===== src/rtl/sint_dispatch_if.sv =====
// Request, slab-datapath and destination channels of sint_dispatch.
// The slave modport is the dispatcher's view; master is the surrounding system's view.
interface sint_dispatch_if #(
    parameter int ID_W = 8
);
    logic            in_valid;
    logic [ID_W-1:0] in_rayID;
    logic            in_shadow;
    logic            in_stall;

    logic            pl_issue;
    logic [31:0]     pl_tmin;
    logic [31:0]     pl_tmax;
    logic            pl_miss;

    logic            tarb_valid;
    logic [ID_W-1:0] tarb_rayID;
    logic            tarb_shadow;
    logic [31:0]     tarb_tmin;
    logic [31:0]     tarb_tmax;
    logic            tarb_stall;

    logic            ss_valid;
    logic [ID_W-1:0] ss_rayID;
    logic [31:0]     ss_tmax;
    logic            ss_stall;

    logic            sh_valid;
    logic [ID_W-1:0] sh_rayID;
    logic            sh_shadow;
    logic            sh_stall;

    modport slave (
        input  in_valid, in_rayID, in_shadow, pl_tmin, pl_tmax, pl_miss,
               tarb_stall, ss_stall, sh_stall,
        output in_stall, pl_issue,
               tarb_valid, tarb_rayID, tarb_shadow, tarb_tmin, tarb_tmax,
               ss_valid, ss_rayID, ss_tmax,
               sh_valid, sh_rayID, sh_shadow
    );

    modport master (
        output in_valid, in_rayID, in_shadow, pl_tmin, pl_tmax, pl_miss,
               tarb_stall, ss_stall, sh_stall,
        input  in_stall, pl_issue,
               tarb_valid, tarb_rayID, tarb_shadow, tarb_tmin, tarb_tmax,
               ss_valid, ss_rayID, ss_tmax,
               sh_valid, sh_rayID, sh_shadow
    );
endinterface


===== src/rtl/sint_dispatch.sv =====
// Scene-intersection dispatcher: credit-gated admission, never-stalling tag pipe, three result FIFOs.
// Define SINT_STATS_EN to add saturating hit / miss / backpressure-cycle counters.
module sint_dispatch #(
    parameter int ID_W        = 8,
    parameter int LAT         = 18,
    parameter int DEPTH       = 16,
    parameter int SHADOW_NOSS = 1
) (
    input  logic           clk,
    input  logic           rst,
    sint_dispatch_if.slave bus
`ifdef SINT_STATS_EN
    ,
    output logic [31:0]    stat_hits,
    output logic [31:0]    stat_misses,
    output logic [31:0]    stat_bp_cycles
`endif
);
    localparam int PW = $clog2(DEPTH);
    localparam int CW = $clog2(DEPTH + LAT + 1) + 2;
    localparam logic [PW:0]          P_ONE   = (PW+1)'(1);
    localparam logic [PW:0]          P_FULL  = (PW+1)'(DEPTH);
    localparam logic [CW-1:0]        C_ONE   = CW'(1);
    localparam logic signed [CW-1:0] C_DEPTH = CW'(DEPTH);
    localparam bit                   NOSS    = (SHADOW_NOSS != 0);

    logic                 acc;
    logic                 no_cred;
    logic signed [CW-1:0] cred_avail;
    logic [CW-1:0]        pipe_cnt;
    logic [LAT-1:0]       vld_p;
    logic [ID_W-1:0]      id_p  [LAT];
    logic                 shd_p [LAT];
    logic                 out_v;
    logic                 push_t, push_s, push_h;
    logic                 pop_t, pop_s, pop_h;
    logic [PW:0]          t_wp, t_rp, s_wp, s_rp, h_wp, h_rp;
    logic [PW:0]          occ_t, occ_s, occ_h, occ_max;
    logic [ID_W+64:0]     t_mem [DEPTH];
    logic [ID_W+31:0]     s_mem [DEPTH];
    logic [ID_W:0]        h_mem [DEPTH];

    assign occ_t = t_wp - t_rp;
    assign occ_s = s_wp - s_rp;
    assign occ_h = h_wp - h_rp;

    always_comb begin
        occ_max = occ_t;
        if (occ_s > occ_max) occ_max = occ_s;
        if (occ_h > occ_max) occ_max = occ_h;
    end

    // Credits left after everything in flight lands in the fullest FIFO.
    assign cred_avail   = C_DEPTH - pipe_cnt - CW'(occ_max);
    assign no_cred      = cred_avail[CW-1] | (cred_avail == '0);
    assign bus.in_stall = ~rst | (bus.in_valid & no_cred);
    assign acc          = bus.in_valid & ~bus.in_stall;
    assign bus.pl_issue = acc;

    // Stage 0 .. LAT-1: tag pipe, advances every cycle
    always_ff @(posedge clk or negedge rst) begin
        if (!rst) begin
            vld_p    <= '0;
            pipe_cnt <= '0;
        end else begin
            vld_p[0] <= acc;
            for (int k = 1; k < LAT; k++) vld_p[k] <= vld_p[k-1];
            pipe_cnt <= pipe_cnt + (acc ? C_ONE : '0) - (out_v ? C_ONE : '0);
        end
    end

    always_ff @(posedge clk) begin
        id_p[0]  <= bus.in_rayID;
        shd_p[0] <= bus.in_shadow;
        for (int k = 1; k < LAT; k++) begin
            id_p[k]  <= id_p[k-1];
            shd_p[k] <= shd_p[k-1];
        end
    end

    // Stage LAT: datapath result joins its tag and is routed
    assign out_v  = vld_p[LAT-1];
    assign push_h = out_v & bus.pl_miss;
    assign push_t = out_v & ~bus.pl_miss;
    assign push_s = push_t & ~(NOSS & shd_p[LAT-1]);

    always_ff @(posedge clk) begin
        if (push_t) t_mem[t_wp[PW-1:0]] <= {id_p[LAT-1], shd_p[LAT-1], bus.pl_tmin, bus.pl_tmax};
        if (push_s) s_mem[s_wp[PW-1:0]] <= {id_p[LAT-1], bus.pl_tmax};
        if (push_h) h_mem[h_wp[PW-1:0]] <= {id_p[LAT-1], shd_p[LAT-1]};
    end

    always_ff @(posedge clk or negedge rst) begin
        if (!rst) begin
            t_wp <= '0; t_rp <= '0;
            s_wp <= '0; s_rp <= '0;
            h_wp <= '0; h_rp <= '0;
        end else begin
            if (push_t) t_wp <= t_wp + P_ONE;
            if (pop_t)  t_rp <= t_rp + P_ONE;
            if (push_s) s_wp <= s_wp + P_ONE;
            if (pop_s)  s_rp <= s_rp + P_ONE;
            if (push_h) h_wp <= h_wp + P_ONE;
            if (pop_h)  h_rp <= h_rp + P_ONE;
        end
    end

    // Stage LAT+1: FIFO heads, no fall-through
    assign bus.tarb_valid = (occ_t != '0);
    assign bus.ss_valid   = (occ_s != '0);
    assign bus.sh_valid   = (occ_h != '0);
    assign pop_t = bus.tarb_valid & ~bus.tarb_stall;
    assign pop_s = bus.ss_valid & ~bus.ss_stall;
    assign pop_h = bus.sh_valid & ~bus.sh_stall;

    assign {bus.tarb_rayID, bus.tarb_shadow, bus.tarb_tmin, bus.tarb_tmax} = t_mem[t_rp[PW-1:0]];
    assign {bus.ss_rayID, bus.ss_tmax}   = s_mem[s_rp[PW-1:0]];
    assign {bus.sh_rayID, bus.sh_shadow} = h_mem[h_rp[PW-1:0]];

`ifdef SINT_STATS_EN
    always_ff @(posedge clk or negedge rst) begin
        if (!rst) begin
            stat_hits      <= '0;
            stat_misses    <= '0;
            stat_bp_cycles <= '0;
        end else begin
            if (push_t && stat_hits != '1)   stat_hits   <= stat_hits + 32'd1;
            if (push_h && stat_misses != '1) stat_misses <= stat_misses + 32'd1;
            if (bus.in_valid && bus.in_stall && stat_bp_cycles != '1)
                stat_bp_cycles <= stat_bp_cycles + 32'd1;
        end
    end
`endif

    a_full_write: assert property (@(posedge clk) disable iff (!rst)
        !((push_t && occ_t == P_FULL) || (push_s && occ_s == P_FULL) || (push_h && occ_h == P_FULL)))
        else $fatal(1, "sint_dispatch: write to full FIFO");

    a_cred_range: assert property (@(posedge clk) disable iff (!rst)
        !cred_avail[CW-1] && cred_avail <= C_DEPTH)
        else $fatal(1, "sint_dispatch: credit counter out of range");

    a_pl_stage: assert property (@(posedge clk) disable iff (!rst)
        (push_t || push_h) |-> out_v)
        else $fatal(1, "sint_dispatch: datapath result used with stage LAT invalid");
endmodule


===== src/flat_wrapper.sv =====
// flat-port wrapper written by rule: the top's interface ports become plain ports
module sint_dispatch_flat 
#(
    parameter int ID_W        = 8,
    parameter int LAT         = 18,
    parameter int DEPTH       = 16,
    parameter int SHADOW_NOSS = 1
)
  (clk, rst, bus_in_valid, bus_in_rayID, bus_in_shadow, bus_pl_tmin, bus_pl_tmax, bus_pl_miss, bus_tarb_stall, bus_ss_stall, bus_sh_stall, bus_in_stall, bus_pl_issue, bus_tarb_valid, bus_tarb_rayID, bus_tarb_shadow, bus_tarb_tmin, bus_tarb_tmax, bus_ss_valid, bus_ss_rayID, bus_ss_tmax, bus_sh_valid, bus_sh_rayID, bus_sh_shadow);
  sint_dispatch_if #(.ID_W(ID_W)) bus_i ();
  input  logic clk;
  input  logic rst;
  input wire logic [$bits(bus_i.in_valid)-1:0] bus_in_valid;
  input wire logic [$bits(bus_i.in_rayID)-1:0] bus_in_rayID;
  input wire logic [$bits(bus_i.in_shadow)-1:0] bus_in_shadow;
  input wire logic [$bits(bus_i.pl_tmin)-1:0] bus_pl_tmin;
  input wire logic [$bits(bus_i.pl_tmax)-1:0] bus_pl_tmax;
  input wire logic [$bits(bus_i.pl_miss)-1:0] bus_pl_miss;
  input wire logic [$bits(bus_i.tarb_stall)-1:0] bus_tarb_stall;
  input wire logic [$bits(bus_i.ss_stall)-1:0] bus_ss_stall;
  input wire logic [$bits(bus_i.sh_stall)-1:0] bus_sh_stall;
  output wire logic [$bits(bus_i.in_stall)-1:0] bus_in_stall;
  output wire logic [$bits(bus_i.pl_issue)-1:0] bus_pl_issue;
  output wire logic [$bits(bus_i.tarb_valid)-1:0] bus_tarb_valid;
  output wire logic [$bits(bus_i.tarb_rayID)-1:0] bus_tarb_rayID;
  output wire logic [$bits(bus_i.tarb_shadow)-1:0] bus_tarb_shadow;
  output wire logic [$bits(bus_i.tarb_tmin)-1:0] bus_tarb_tmin;
  output wire logic [$bits(bus_i.tarb_tmax)-1:0] bus_tarb_tmax;
  output wire logic [$bits(bus_i.ss_valid)-1:0] bus_ss_valid;
  output wire logic [$bits(bus_i.ss_rayID)-1:0] bus_ss_rayID;
  output wire logic [$bits(bus_i.ss_tmax)-1:0] bus_ss_tmax;
  output wire logic [$bits(bus_i.sh_valid)-1:0] bus_sh_valid;
  output wire logic [$bits(bus_i.sh_rayID)-1:0] bus_sh_rayID;
  output wire logic [$bits(bus_i.sh_shadow)-1:0] bus_sh_shadow;
  assign bus_i.in_valid = bus_in_valid;
  assign bus_i.in_rayID = bus_in_rayID;
  assign bus_i.in_shadow = bus_in_shadow;
  assign bus_i.pl_tmin = bus_pl_tmin;
  assign bus_i.pl_tmax = bus_pl_tmax;
  assign bus_i.pl_miss = bus_pl_miss;
  assign bus_i.tarb_stall = bus_tarb_stall;
  assign bus_i.ss_stall = bus_ss_stall;
  assign bus_i.sh_stall = bus_sh_stall;
  assign bus_in_stall = bus_i.in_stall;
  assign bus_pl_issue = bus_i.pl_issue;
  assign bus_tarb_valid = bus_i.tarb_valid;
  assign bus_tarb_rayID = bus_i.tarb_rayID;
  assign bus_tarb_shadow = bus_i.tarb_shadow;
  assign bus_tarb_tmin = bus_i.tarb_tmin;
  assign bus_tarb_tmax = bus_i.tarb_tmax;
  assign bus_ss_valid = bus_i.ss_valid;
  assign bus_ss_rayID = bus_i.ss_rayID;
  assign bus_ss_tmax = bus_i.ss_tmax;
  assign bus_sh_valid = bus_i.sh_valid;
  assign bus_sh_rayID = bus_i.sh_rayID;
  assign bus_sh_shadow = bus_i.sh_shadow;
  sint_dispatch #(.ID_W(ID_W), .LAT(LAT), .DEPTH(DEPTH), .SHADOW_NOSS(SHADOW_NOSS)) u_core (.clk(clk), .rst(rst), .bus(bus_i));
endmodule

===== config.mk =====
export PLATFORM = sky130hd
export DESIGN_NAME = sint_dispatch_flat
export DESIGN_NICKNAME = d
export VERILOG_FILES = /design/src/rtl/sint_dispatch_if.sv /design/src/rtl/sint_dispatch.sv /design/src/flat_wrapper.sv
export SDC_FILE = /design/constraint.sdc
export NUM_CORES = 2
export LEC_CHECK = 0
export CORE_MARGIN = 2
export CORE_UTILIZATION = 40
export CTS_BUF_LIST = sky130_fd_sc_hd__clkbuf_8 sky130_fd_sc_hd__clkbuf_16
export DETAILED_ROUTE_END_ITERATION = 16
export PLACE_DENSITY_LB_ADDON = 0.3
export SETUP_SLACK_MARGIN = 0.3
export SYNTH_ARGS = -nofsm -noshare
export SYNTH_HDL_FRONTEND = slang
export SYNTH_SLANG_ARGS = --single-unit
export TNS_END_PERCENT = 10

===== constraint.sdc =====
create_clock -name clk -period 22.4 [get_ports clk]
set_input_delay 2.24 -clock clk [delete_from_list [all_inputs] [get_ports clk]]
set_output_delay 2.24 -clock clk [all_outputs]
set_load 0.05 [all_outputs]

# Word level (Yosys, flattened, before mapping)
# Memory sizes are Yosys's and may differ from the RTL's.
# Cells that the tools add are included.
# totals
n_memories	5
ramBits	2114
output_inout_bits	127
register_bits	56
inputBits	80
wordCells	59
# mem_list
name	depth	word_bits	read_ports	rd_clocked_by_memory_dff	write_ports	line_no	text
u_core.t_mem	16	73	1	0	1	sint_dispatch.sv:39	logic [ID_W+64:0] t_mem [DEPTH];
u_core.s_mem	16	40	1	0	1	sint_dispatch.sv:40	logic [ID_W+31:0] s_mem [DEPTH];
u_core.h_mem	16	9	1	0	1	sint_dispatch.sv:41	logic [ID_W:0] h_mem [DEPTH];
u_core.id_p	18	8	18	0	18	sint_dispatch.sv:32	logic [ID_W-1:0] id_p [LAT];
u_core.shd_p	18	1	18	0	18	sint_dispatch.sv:33	logic shd_p [LAT];
# op_classes
n_mux	10
n_bitwise	17
n_reduce_logical	4
add_sub_neg	13
n_lt_le_gt_ge	2
# op_table
operator	count
$add A5 B1 Y5 const B	6
$reduce_bool A5 Y1	3
$sub A5 B5 Y5	3
$gt A5 B5 Y1	2
$mux W5	2
$add A8 B8 Y8	1
$and A1 B1 Y1	8
$logic_not A8 Y1	1
$mux W1	8
$sub A5 B8 Y8 const A	1
$sub A8 B5 Y8	1
$sub A8 B8 Y8	1
$not A1 Y1	7
$or A1 B1 Y1	2

# Longest topological paths before layout
# logic_depth
ltp_word	15
depth_mapped	40
ltp_nobuf	39

# Worst setup path after synthesis
# OpenSTA, ideal clock, no wires.
# synth_timing
kind	reg-to-output
start	register u_core.s_rp[2]
end	output port bus_in_stall
path_slack_ps	13133
n_path_buf	3
t_required_ps	20160
path_stages_with_launch	30
arrival_ps	7027
cell_sequence	dfrtp_1 -> buf_2 -> clkbuf_1 -> clkinv_1 -> clkbuf_1 -> ha_1 -> nor2_1 -> a21oi_1 -> xnor2_1 -> inv_1 -> ha_1 -> and3_1 -> o21ai_0 -> a32oi_1 -> mux2_2 -> ha_1 -> nand4_1 -> mux2i_1 -> a21oi_1 -> mux2i_1 -> ha_1 -> inv_1 -> ha_1 -> inv_1 -> fa_1 -> nand2b_1 -> a21oi_1 -> xor2_1 -> or4_1 -> a21oi_1
# synth_via
elab_chain_cells	10
# synth_rtl
item	line_no	text
start: declaration	sint_dispatch.sv:37	logic [PW:0] t_wp, t_rp, s_wp, s_rp, h_wp, h_rp;
start signal: assignment	sint_dispatch.sv:102	if (pop_s) s_rp <= s_rp + P_ONE;
$sub A5 B5 Y5 *	sint_dispatch.sv:44	assign occ_s = s_wp - s_rp;
$gt A5 B5 Y1	sint_dispatch.sv:49	if (occ_s > occ_max) occ_max = occ_s;
$mux W5 *	sint_dispatch.sv:49	
$gt A5 B5 Y1	sint_dispatch.sv:50	if (occ_h > occ_max) occ_max = occ_h;
$mux W5 *	sint_dispatch.sv:50	
$sub A8 B5 Y8 *	sint_dispatch.sv:54	assign cred_avail = C_DEPTH - pipe_cnt - CW'(occ_max);
$logic_not A8 Y1	sint_dispatch.sv:55	assign no_cred = cred_avail[CW-1] | (cred_avail == '0);
$or A1 B1 Y1 *	sint_dispatch.sv:55	
$and A1 B1 Y1 *	sint_dispatch.sv:56	assign bus.in_stall = ~rst | (bus.in_valid & no_cred);
$or A1 B1 Y1 *	sint_dispatch.sv:56	
end: declaration	flat_wrapper.sv:22	output wire logic [$bits(bus_i.in_stall)-1:0] bus_in_stall;
# Mark *: on every way between the ends. The rest lies on a longest branch, timed or not.

# Worst setup path after layout
# layout_timing
start	register u_core.t_rp[1]
end	output port bus_pl_issue
# layout_via
elab_chain_cells	12
# layout_rtl
item	line_no	text
start: declaration	sint_dispatch.sv:37	
start signal: assignment	sint_dispatch.sv:100	if (pop_t) t_rp <= t_rp + P_ONE;
$sub A5 B5 Y5 *	sint_dispatch.sv:43	assign occ_t = t_wp - t_rp;
$gt A5 B5 Y1	sint_dispatch.sv:49	
$mux W5 *	sint_dispatch.sv:49	
$gt A5 B5 Y1	sint_dispatch.sv:50	
$mux W5 *	sint_dispatch.sv:50	
$sub A8 B5 Y8 *	sint_dispatch.sv:54	
$logic_not A8 Y1	sint_dispatch.sv:55	
$or A1 B1 Y1 *	sint_dispatch.sv:55	
$and A1 B1 Y1 *	sint_dispatch.sv:56	
$or A1 B1 Y1 *	sint_dispatch.sv:56	
$not A1 Y1 *	sint_dispatch.sv:57	assign acc = bus.in_valid & ~bus.in_stall;
$and A1 B1 Y1 *	sint_dispatch.sv:57	
end: declaration	flat_wrapper.sv:23	output wire logic [$bits(bus_i.pl_issue)-1:0] bus_pl_issue;
# Marked as above.

==> run_results.csv <==
group,metric,value,unit
run_status,status,"finished clean",
sta,setup-tns-final,0,ps
drt,drc,0,
place,post_dp_cell_area,0.0864,mm²
grt,grt_pass1_wl,272000,µm
layout,final_net_count,4394,
logic_synthesis,synth_cell_types,56,
clock_network,numCtsBuffers,216,
logic_synthesis,yosys_register_bits,2170,
pwr,leakage,0.0307,µW
grt,grt_max_degree,137,
clock_network,cts_setup_buffers,0,
setup_path,start_kind,"flip-flop",
floorplan,core,0.202,mm²
drt,route.vias.total,38481,
layout,fin_area,0.0933,mm²
setup_path,r2r-end,"u_core.pipe_cnt[6]$_DFF_PN0_",
clock_network,clk_pin_slew,60,ps
clock_network,cts_max_level,4,
setup_path,cp.required,20160,ps
drt,drt-initial-drc-count,3519,
clock_network,cts_hold_buf,0,
sta,worstMarginPinSlew,1310,ps
sta,fin_crit_sh,51.9,%
sta,finalSetupViolations,0,
setup_path,rr_startpoint,"u_core.t_rp[1]$_DFFE_PN0P_",
logic_synthesis,synth_ff_type,"edfxtp_1",
clock_network,clk_latency,840,ps
job,drv_cap,0,
grt,grt.total_usage,18.0,%
floorplan,die_width,455,µm
setup_path,cp_max_fo,35,
floorplan,design.die.area,0.207,mm²
layout,syn_to_final_growth,14.9,%
clock_network,cts_resized,0,
sta,rsz0062_at_grt,"false",
logic_synthesis,yosys.area_share.simple,4.12,%
logic_synthesis,async_flop_share,2.58,%
floorplan,ioPinCount,207,
drt,drt-pass1-iter-count,8,
logic_synthesis,ys_top_cells_by_area,"edfxtp_1 72%, mux4_2 14%, dfxtp_1 4.0%",
place,port_buffers,206,
logic_synthesis,ys_seq_area_share,77.9,%
logic_synthesis,synth_fp_nets,4087,
logic_synthesis,syn_area_per_cell,20.6,µm²
logic_synthesis,yosys_warnings,0,
grt,antenna_found_initial,19,
min_path,hp-start,"u_core.id_p[3][0]$_DFF_P_",
logic_synthesis,synth_top_family_by_area,"multiplexers",
sta,finalClockSkew,34.8,ps
pwr,ir_drop,0.155,mV
clock_network,numClockSinks,2170,
clock_network,cts_tree,"yes",
clock_network,cts-root-buf,"clkbuf_16",
setup_path,worstPathArrival,9400,ps
logic_synthesis,synthAdderAreaFrac,0.986,%
logic_synthesis,synth_area,0.0812,mm²
min_path,holdPathEnd,"u_core.id_p[4][0]$_DFF_P_",
place,hpwl,96400,µm
floorplan,num_rows,165,
logic_synthesis,synth_mux_area_share,13.7,%
clock_network,clockBufferDepth,3,
setup_path,crit_start,"u_core.t_rp[1]$_DFFE_PN0P_",
drt,drt-wirelength-per-cell,26.1,µm
logic_synthesis,synth_top_cell_area_share,72.2,%
sta,hold_viol,0,
logic_synthesis,synth_edf_count,1952,
logic_synthesis,synth-compound-area-share,1.37,%
logic_synthesis,synthCells,3946,
logic_synthesis,synth-xor-area-share,0.453,%
setup_path,ff2ff_setup_slack,12930,ps
sta,slew_viol_final,0,
drt,routed_wl,185000,µm
setup_path,rr_worst_depth,36,
sta,fmax,85.9,MHz
floorplan,fp.dieH,455,µm
setup_path,worstSetupEndpointType,"output pin",
sta,relSlewSlack,12.5,%
setup_path,crit_type,"flip-flop to output pin",
pwr,power.density,140,mW/mm²
floorplan,start_util,40.2,%
grt,grt_pass1_vias,40028,
drt,vias_per_cell,5.41,
layout,drive_gt1_share,21.0,%
min_path,holdPathStages,0,
min_path,hold_path.class,"flip-flop to flip-flop",
drt,postRouteAntennaNets,0,
logic_synthesis,yosysTopAreaCell,"edfxtp_1",
place,place_congestion,0.769,
sta,period_minus_slack,11640,ps
grt,gr-total-overflow,0,
[worst max-delay path: stages (launching register included)]
cell and delay (ps):
dfrtp_4 770, clkinv_2 820, ha_1 580, nand2b_1 80, a21oi_1 70, xnor2_1 530, ha_1 350, and3_1 190
a211oi_1 290, a32oi_1 220, mux2i_1 210, ha_1 330, nor2b_1 130, o21a_1 110, o21ai_0 60, a21oi_1 430
mux2i_1 260, ha_1 250, inv_1 50, ha_1 150, inv_1 60, fa_1 450, nand2b_1 190, a21oi_1 240
nor4_1 90, nor4b_1 460, and3_1 310, clkdlybuf4s50_1 830
[layout by cell type (no fill, tap or decap), types with 5 or more instances in the layout]
master and instances:
xnor2_1 25, o21ai_0 13, diode_2 8, buf_4 76, and3_1 127, mux2i_1 9, bufinv_16 11, clkbuf_16 220
clkdlybuf4s50_1 204, nand3_1 10, mux2_2 5, clkinv_2 30, inv_16 7, a211oi_1 5, inv_1 103, clkbuf_8 8
edfxtp_1 1952, xor2_1 17, and2_4 16, dfrtp_4 7, ha_1 56, clkinv_1 36, nor2b_1 7, nor3_2 5
nand2b_1 9, and3_2 5, and2_2 7, dfrtp_1 48, nand2_1 508, a21oi_1 15, mux4_2 488, dfxtp_1 162
clkinvlp_4 7, a31oi_1 125, fa_1 5, clkinv_4 5, nor3_1 8, nor2_1 30
[worst max path at each step]
stage | endpoint | slack [ps] | depth (start not counted)
after floorplan | bus_in_stall | 13130 | 29
after global placement | bus_in_stall | 11700 | 27
after detailed placement | bus_in_stall | 11570 | 27
after CTS | bus_in_stall | 10610 | 24
after global routing | bus_pl_issue | 10060 | 27
final | bus_pl_issue | 10760 | 27
[report_power, final]
part	total (µW)	internal [µW]	switching [µW]
registers	4680	4520	155
clock network	3460	1940	1520
logic	4940	1960	2980
total	13100	8410	4660
[state kept, by name, indices dropped and copies added (netlist names)]
register and flops:
u_core.t_rp 5, u_core.pipe_cnt 8, u_core.t_wp 5, u_core.shd_p 18, u_core.h_rp 5, u_core.t_mem 1168
u_core.s_mem 640, u_core.vld_p 18, u_core.s_wp 5, u_core.h_mem 144, u_core.id_p 144, u_core.s_rp 5
u_core.h_wp 5
[logic make-up after synthesis]
family | Yosys count
simple gates | 751
flops | 2170
xor+xnor | 42
fa+ha+maj | 61
mux | 503
compound gates | 174
buf+inv | 245
[layout make-up]
class / count / area [µm²]
fill: 16879 / 109000
sequential: 2170 / 63300
multi-input combinational: 1531 / 16900
clock buffer: 228 / 5620
tap: 2672 / 3340
timing repair buffer: 286 / 2700
clock inverter: 164 / 1240
inverter: 48 / 185
antenna: 8 / 20.0
[Yosys cell counts, types with 9 or more instances]
master	n
dfrtp_1	56
mux4_2	488
nor3_1	12
xor2_1	17
a21oi_1	15
dfxtp_1	162
nand3_1	10
nor2_1	30
buf_2	49
buf_1	18
inv_1	46
xnor2_1	25
edfxtp_1	1952
buf_6	11
buf_4	27
and3_1	133
o21ai_0	13
mux2i_1	9
a31oi_1	125
nand2_1	508
clkbuf_1	92
nand2b_1	9
and2_1	25
ha_1	56
[through the flow]
step	setup slack [ps]	power (µW)	utilization [%]	cells	hold WS, ps
3_5_place_dp	11570	9770	42.8	6707	312
2_1_floorplan	13130	8260	-	3946	310
4_1_cts	10610	13200	46.2	7099	311
5_1_grt	10060	13700	46.2	7103	315
6_report	10760	13100	46.2	7107	298
3_3_place_gp	11700	9730	42.8	6707	310
[per-layer routing]
layer | track usage [%] | wire length (µm)
met2 | 30.3 | 93400
met1 | 24.4 | 77800
met4 | 4.57 | 3600
met3 | 3.15 | 10500
met5 | 0 | 104
Power figures use the tool's default switching activity.
